===== src/rtl/regfile_dumper.sv =====
// ---------------------------------------------------------------------------
// regfile_dumper
//
// Walks a contiguous (wrapping) range of register-file entries and streams
// each value out over a valid/ready interface. Each word takes two phases:
// READ drives the read address and captures the value, and SEND holds it
// until downstream accepts it. A write snooped in the READ cycle is
// forwarded so the dump never shows a stale value. Register 0 always
// reads as zero.
//
// Ports
//   clk        in   single clock, rising edge
//   rst        in   synchronous active-high reset
//   start      in   dump request, honoured only when idle
//   abort      in   cancel a dump in progress (no done pulse)
//   first_idx  in   first register of the range, sampled with start
//   last_idx   in   last register of the range, sampled with start
//   rd_addr    out  register file read address (0 outside READ)
//   rd_data    in   register file read data, combinational from rd_addr
//   wr_en      in   snooped register file write enable
//   wr_addr    in   snooped register file write address
//   wr_data    in   snooped register file write data
//   out_valid  out  out_data/out_idx/out_last are valid
//   out_ready  in   downstream accepts the current word
//   out_data   out  captured register value
//   out_idx    out  register index of out_data
//   out_last   out  current word is the final word of the dump
//   busy       out  a dump is in progress
//   done       out  one-cycle pulse after the final word is accepted
// ---------------------------------------------------------------------------
module regfile_dumper #(
  parameter int XLEN = 32,
  parameter int NREG = 32
) (
  input  logic                    clk,
  input  logic                    rst,
  input  logic                    start,
  input  logic                    abort,
  input  logic [$clog2(NREG)-1:0] first_idx,
  input  logic [$clog2(NREG)-1:0] last_idx,
  output logic [$clog2(NREG)-1:0] rd_addr,
  input  logic [XLEN-1:0]         rd_data,
  input  logic                    wr_en,
  input  logic [$clog2(NREG)-1:0] wr_addr,
  input  logic [XLEN-1:0]         wr_data,
  output logic                    out_valid,
  input  logic                    out_ready,
  output logic [XLEN-1:0]         out_data,
  output logic [$clog2(NREG)-1:0] out_idx,
  output logic                    out_last,
  output logic                    busy,
  output logic                    done
);

  localparam int AW = $clog2(NREG);

  typedef enum logic [1:0] {
    IDLE = 2'd0,
    READ = 2'd1,
    SEND = 2'd2
  } state_e;

  state_e          state_q, state_d;
  logic [AW-1:0]   cur_q, cur_d;
  logic [AW-1:0]   end_q, end_d;
  logic [AW-1:0]   out_idx_q, out_idx_d;
  logic [XLEN-1:0] out_data_q, out_data_d;
  logic            done_q, done_d;
  logic            is_last;

  assign is_last = (cur_q == end_q);

  // NOTE: every signal written here gets a default before the case so that no
  // path leaves it unassigned; otherwise synthesis infers a latch.
  always_comb begin
    state_d    = state_q;
    cur_d      = cur_q;
    end_d      = end_q;
    out_idx_d  = out_idx_q;
    out_data_d = out_data_q;
    done_d     = 1'b0;
    rd_addr    = '0;
    out_valid  = 1'b0;
    out_last   = 1'b0;

    unique case (state_q)
      IDLE: begin
        if (start) begin
          cur_d   = first_idx;
          end_d   = last_idx;
          state_d = READ;
        end
      end

      READ: begin
        rd_addr   = cur_q;
        out_idx_d = cur_q;
        // x0 is hardwired to zero; a same-cycle write would land after our
        // read, so forward it to avoid dumping the old value.
        if (cur_q == '0) begin
          out_data_d = '0;
        end else if (wr_en && (wr_addr == cur_q)) begin
          out_data_d = wr_data;
        end else begin
          out_data_d = rd_data;
        end
        state_d = SEND;
      end

      SEND: begin
        out_valid = 1'b1;
        out_last  = is_last;
        if (out_ready) begin
          if (is_last) begin
            state_d = IDLE;
            done_d  = 1'b1;
          end else begin
            // Index width is log2(NREG), so the increment wraps mod NREG.
            cur_d   = cur_q + AW'(1);
            state_d = READ;
          end
        end
      end

      default: state_d = IDLE;
    endcase

    // Abort overrides both a fresh start and a completing handshake.
    if (abort) begin
      state_d = IDLE;
      cur_d   = cur_q;
      end_d   = end_q;
      done_d  = 1'b0;
    end
  end

  // NOTE: sequential state uses non-blocking assignments so every register
  // samples its pre-edge inputs, independent of statement order.
  always_ff @(posedge clk) begin
    if (rst) begin
      // NOTE: the datapath registers are reset too, because the interface
      // requires out_data/out_idx to read 0 after reset, not just the FSM.
      state_q    <= IDLE;
      cur_q      <= '0;
      end_q      <= '0;
      out_idx_q  <= '0;
      out_data_q <= '0;
      done_q     <= 1'b0;
    end else begin
      state_q    <= state_d;
      cur_q      <= cur_d;
      end_q      <= end_d;
      out_idx_q  <= out_idx_d;
      out_data_q <= out_data_d;
      done_q     <= done_d;
    end
  end

  assign out_data = out_data_q;
  assign out_idx  = out_idx_q;
  assign busy     = (state_q != IDLE);
  assign done     = done_q;

endmodule

===== config.mk =====
export PLATFORM = sky130hd
export DESIGN_NAME = regfile_dumper
export DESIGN_NICKNAME = d
export VERILOG_FILES = /design/src/rtl/regfile_dumper.sv
export SDC_FILE = /design/constraint.sdc
export NUM_CORES = 1
export LEC_CHECK = 0
export ABC_AREA = 1
export CORE_MARGIN = 1.5
export CORE_UTILIZATION = 40
export DETAILED_ROUTE_END_ITERATION = 7
export GPL_TIMING_DRIVEN = 0
export PLACE_DENSITY_LB_ADDON = 0.3
export SKIP_LAST_GASP = 1
export SYNTH_ARGS = -nofsm -noshare
export SYNTH_HDL_FRONTEND = slang
export SYNTH_SLANG_ARGS = --single-unit

===== constraint.sdc =====
create_clock -name clk -period 3.73 [get_ports clk]
set_input_delay 0.746 -clock clk [delete_from_list [all_inputs] [get_ports clk]]
set_output_delay 0.746 -clock clk [all_outputs]
set_load 0.005 [all_outputs]

[Word level (Yosys, flattened, before mapping)]
Index checks and enable logic that the tools add are counted.
Cells by class
  add/subtract/negate cells: 1
  equality and inequality tests: 7
  multiplexer cells: 14
  bitwise gates (word level): 3
  reduce and logical (&&, ||, !) cells: 10
Operators by type and width (count)
  two-way mux 32 bit: 2
  two-way mux 5 bit: 4
  equality test 5 bit: 2
  one-hot mux 5 bit (2 select lines): 1
  != test 2 bit, second input constant: 3
  one-hot mux 2 bit (3 select lines): 1
  adder 5 x 1 -> 5 bit, second input constant: 1
  zero test 5 bit: 1
  AND reduction 5 bit: 1
  two-way mux 1 bit: 4
  two-way mux 2 bit: 2
  nonzero test 2 bit: 2
  OR reduction 4 bit: 1
  NOT 1 bit: 3
  AND reduction 3 bit: 1
  equality test 2 x 1 -> 1 bit, second input constant: 1
  equality test 2 bit, second input constant: 1
  zero test 2 bit: 1
  AND reduction 2 bit: 1
  OR reduction 2 bit: 1
  logical AND 1 bit: 1
Word-level totals
  register bits after elaboration: 50
  output and inout port bits: 46
  logic and storage cells: 41

[Logic depth before layout (Yosys ltp)]
  depth in word-level cells: 4
  mapped depth: 10
  gate-level depth less buffers: 10

[Worst setup path after synthesis]
OpenSTA, ideal clock, no wires.
  path type: reg-to-output
  start: register cur_q[2]
  end: output out_last
  arrival time: 1025 ps
  slack: 1959 ps
  stages on the path, launching flop included: 8
  cells stage by stage: dfxtp_1 > buf_4 > inv_2 > nand2_1 > nand2_1 > nor2_1 > nand4_2 > inv_1
Between the ends
  word-level cells in the longest chain between the ends: 2
RTL lines
  from (decl): line 64  | logic [AW-1:0] cur_q, cur_d;
  from (signal assigned): line 151  | cur_q <= cur_d;
  equality test 5 bit: line 71  | assign is_last = (cur_q == end_q);
  two-way mux 1 bit: line 86  | unique case (state_q)
  to (decl): line 50  | output logic out_last,
Every way passes these cells.

[Final worst setup path]
  start: register cur_q[3]
  end: output out_last
The elaborated chain is that of the path after synthesis.

==> results.cfg <==
[run_status]
status = finished clean

[drt]
drtAntennaViolNets = 0
drt_first_pass_iters = 4
drc = 0
drt-vias-per-instance = 4.89
drt_iter0_drc = 98
vias = 3335
wl_per_cell_um = 12.4
wl_mm = 8.46

[power]
seqPwrFrac_pct = 48.2
p_leak_uw = 0.00194
ir_worst_vdd_mv = 0.118
clock_power_share_pct = 26.2
netSwitchingPower_uw = 338
p_per_area_nw_per_um2 = 269
p_comb_share_pct = 25.5
swShare_pct = 28.7
internal-power_uw = 839

[yosys]
ys_seq_elements = 50
syn_inst = 449
yosys.area_share.xor_xnor_pct = 0.611
synth_cell_types = 29
synth_compound_area_share_pct = 9.77
yosysSeqAreaShare_pct = 34.9
synth-simple-area-share_pct = 36.9
synthMuxAreaShare_pct = 0
synth_top_family_by_area = simple AND/OR/NAND/NOR gates
syn_area_per_cell_um2 = 6.39
syn_area_um2 = 2870
syn_nets = 536
synth_fa_ha_area_share_pct = 0.872
yosys_warnings = 0
synth.largest_area_cell = dfxtp_1
synth_top_area_share_pct = 34.9
ys_top_cells_by_area = dfxtp_1 (35%), nand2_1 (15%), inv_1 (11%)

[timing]
finalCritPeriodShare_pct = 75.2
finalMaxSlewViolations = 0
setup_viol = 0
fmax_ghz = 0.357
hold_violations = 0
fin_skew_ns = 0.00758
worstMarginPinSlew_ns = 0.500
fin_crit_ns = 2.80
fin_tns_setup_ns = 0
slew_headroom_pct = 66.6
grt_setup_unrepaired = false
fin_hold_ws_ns = 0.469

[grt]
grt_max_degree = 14
grt_overflow = 0
grt_use_total_pct = 21.7
antenna_found_initial = 0
grt_pass1_wl_mm = 13.3
grt_pass1_vias = 2961

[setup_path]
max_stage_delay_ns = 0.50
path_cells = inv_2, nand2_1, nand2_1, nor2_1, nand4_2, inv_1, clkdlybuf4s50_1
cp-start-kind = flip-flop
critical_path_arrival_ns = 2.06
cp-end-kind = output pin
r2r.worst_path.cells = 7
cp.required_ns = 2.98
critical_path_class = flip-flop to output pin
slowest_stage = clkdlybuf4s50_1
cp_common_cell = nand2_1
critPathMaxFanout = 10

[clock_network]
cts_setup_buffers = 0
clock_path_buffers = 2
htree_levels = 2
hold_buffers = 0
tritoncts = yes
clkSinkCount = 50
cts-buffers-inserted = 5
clk_latency_ns = 0.30
cts_root_buf = clkbuf_8
ctsResizeCount = 0
clk_pin_slew_ns = 0.09

[die]
core_um2 = 6870
num_rows = 30
dieHeight_um = 87.7
die_w_um = 87.7
io_pins = 131
die-area_um2 = 7690
start_util_pct = 41.8

[cells_and_area]
stdcell_count = 682
final_area_um2 = 4370
nets = 673
diodes = 0
drive_above_1_share_pct = 7.51
fill_cells = 665
area_delta_synth_final_pct = 52.2

[placed_design]
routabilityCongestion = 0.818
placed_cell_area_um2 = 4290
hpwlAfterDp_mm = 6.41
placedCellCount = 675
io_buffers = 130

[worst_hold_path]
min_path_cells = 2
hp-class = flip-flop to flip-flop

[flow_run]
cap_viol_max_count = 0
[cell families after synthesis]
| group | after synthesis |
|---|---|
| AO/OA/AOI/OAI | 53 |
| flip-flops | 50 |
| XOR/XNOR | 2 |
| AND/OR/NAND/NOR | 224 |
| adder cells (fa/ha/maj) | 2 |
| buffers and inverters | 118 |
[path summary, 6_finish.rpt]
check	start	endpoint	slack, ns
setup / recovery	cur_q[3]	out_last	0.93
hold / removal	out_idx[3]	out_idx[3]	0.47
setup reg to reg	cur_q[0]	out_data[7]	1.92
hold reg to reg	out_idx[3]	out_idx[3]	0.47
[power groups by stage]
stage                     combinational (uW)  sequential (uW)  clock, uW
final                                    300              568        309
after global routing                     331              570        341
after CTS                                301              568        315
after detailed placement                 299              580          0
after global placement                   294              580          0
after floorplan                          146              579          0
[flip-flops by register name, summed over array words and instances (netlist names)]
register	flops
out_idx	5
done	1
end_q	5
out_data	32
state_q	2
cur_q	5
[routing by layer]
metal	vias up	GRT usage [%]	routed length, um
met5	-	0	0
met4	0	5.05	108
met3	13	6.22	592
met2	119	37.2	4000
met1	1525	27.0	3760
li1	1678	-	-
[cell usage after synthesis]
library cell,instances
nand2_1,113
inv_1,83
dfxtp_1,50
a21oi_1,45
nand3_1,38
nand4_1,33
nor2_1,24
buf_2,13
inv_2,9
clkbuf_1,8
o21ai_0,6
buf_6,3
nand3b_1,3
nor2_4,3
or2_2,3
ha_1,2
a41oi_2,1
buf_4,1
clkinv_1,1
nand2_2,1
nand3_4,1
nand4_2,1
nor2_2,1
nor2_8,1
nor3_1,1
nor4_1,1
o21ai_2,1
xnor2_1,1
xor2_1,1
[layout by cell type (no fill, tap or decap), types with 9 or more instances in the layout]
| cell type | count |
|---|---|
| clkdlybuf4s50_1 | 130 |
| nand4_1 | 33 |
| dfxtp_1 | 50 |
| nand3_1 | 38 |
| nand2_1 | 113 |
| buf_2 | 13 |
| a21oi_1 | 45 |
| clkbuf_1 | 10 |
| nor2_1 | 24 |
| inv_2 | 9 |
| inv_1 | 83 |
[per-stage QoR]
stage | worst slack (ns) | total power [uW] | util, %
2_1_floorplan | 1.96 | 725 | -
3_3_place_gp | 1.28 | 873 | 62.5
3_5_place_dp | 1.28 | 879 | 62.5
4_1_cts | 0.933 | 1180 | 63.6
5_1_grt | 0.777 | 1240 | 63.6
6_report | 0.925 | 1180 | 63.6
[cell type report]
class / instances / area [um^2] / area share [%]
sequential: 50 / 1000 / 22.9
tap: 96 / 120 / 2.75
multi-input combinational: 281 / 1380 / 31.7
clock buffer: 7 / 76.3 / 1.75
timing repair buffer: 130 / 1300 / 29.8
inverter: 93 / 349 / 7.99
buffer: 25 / 136 / 3.12
[critical path: cells and delay by family, from the launching register on]
family	cells	cell delay, ns
buffers and inverters	3	0.72
DFF	1	0.48
and+or+nand+nor	4	0.54
No activity file was read; power rests on OpenSTA's default activity.
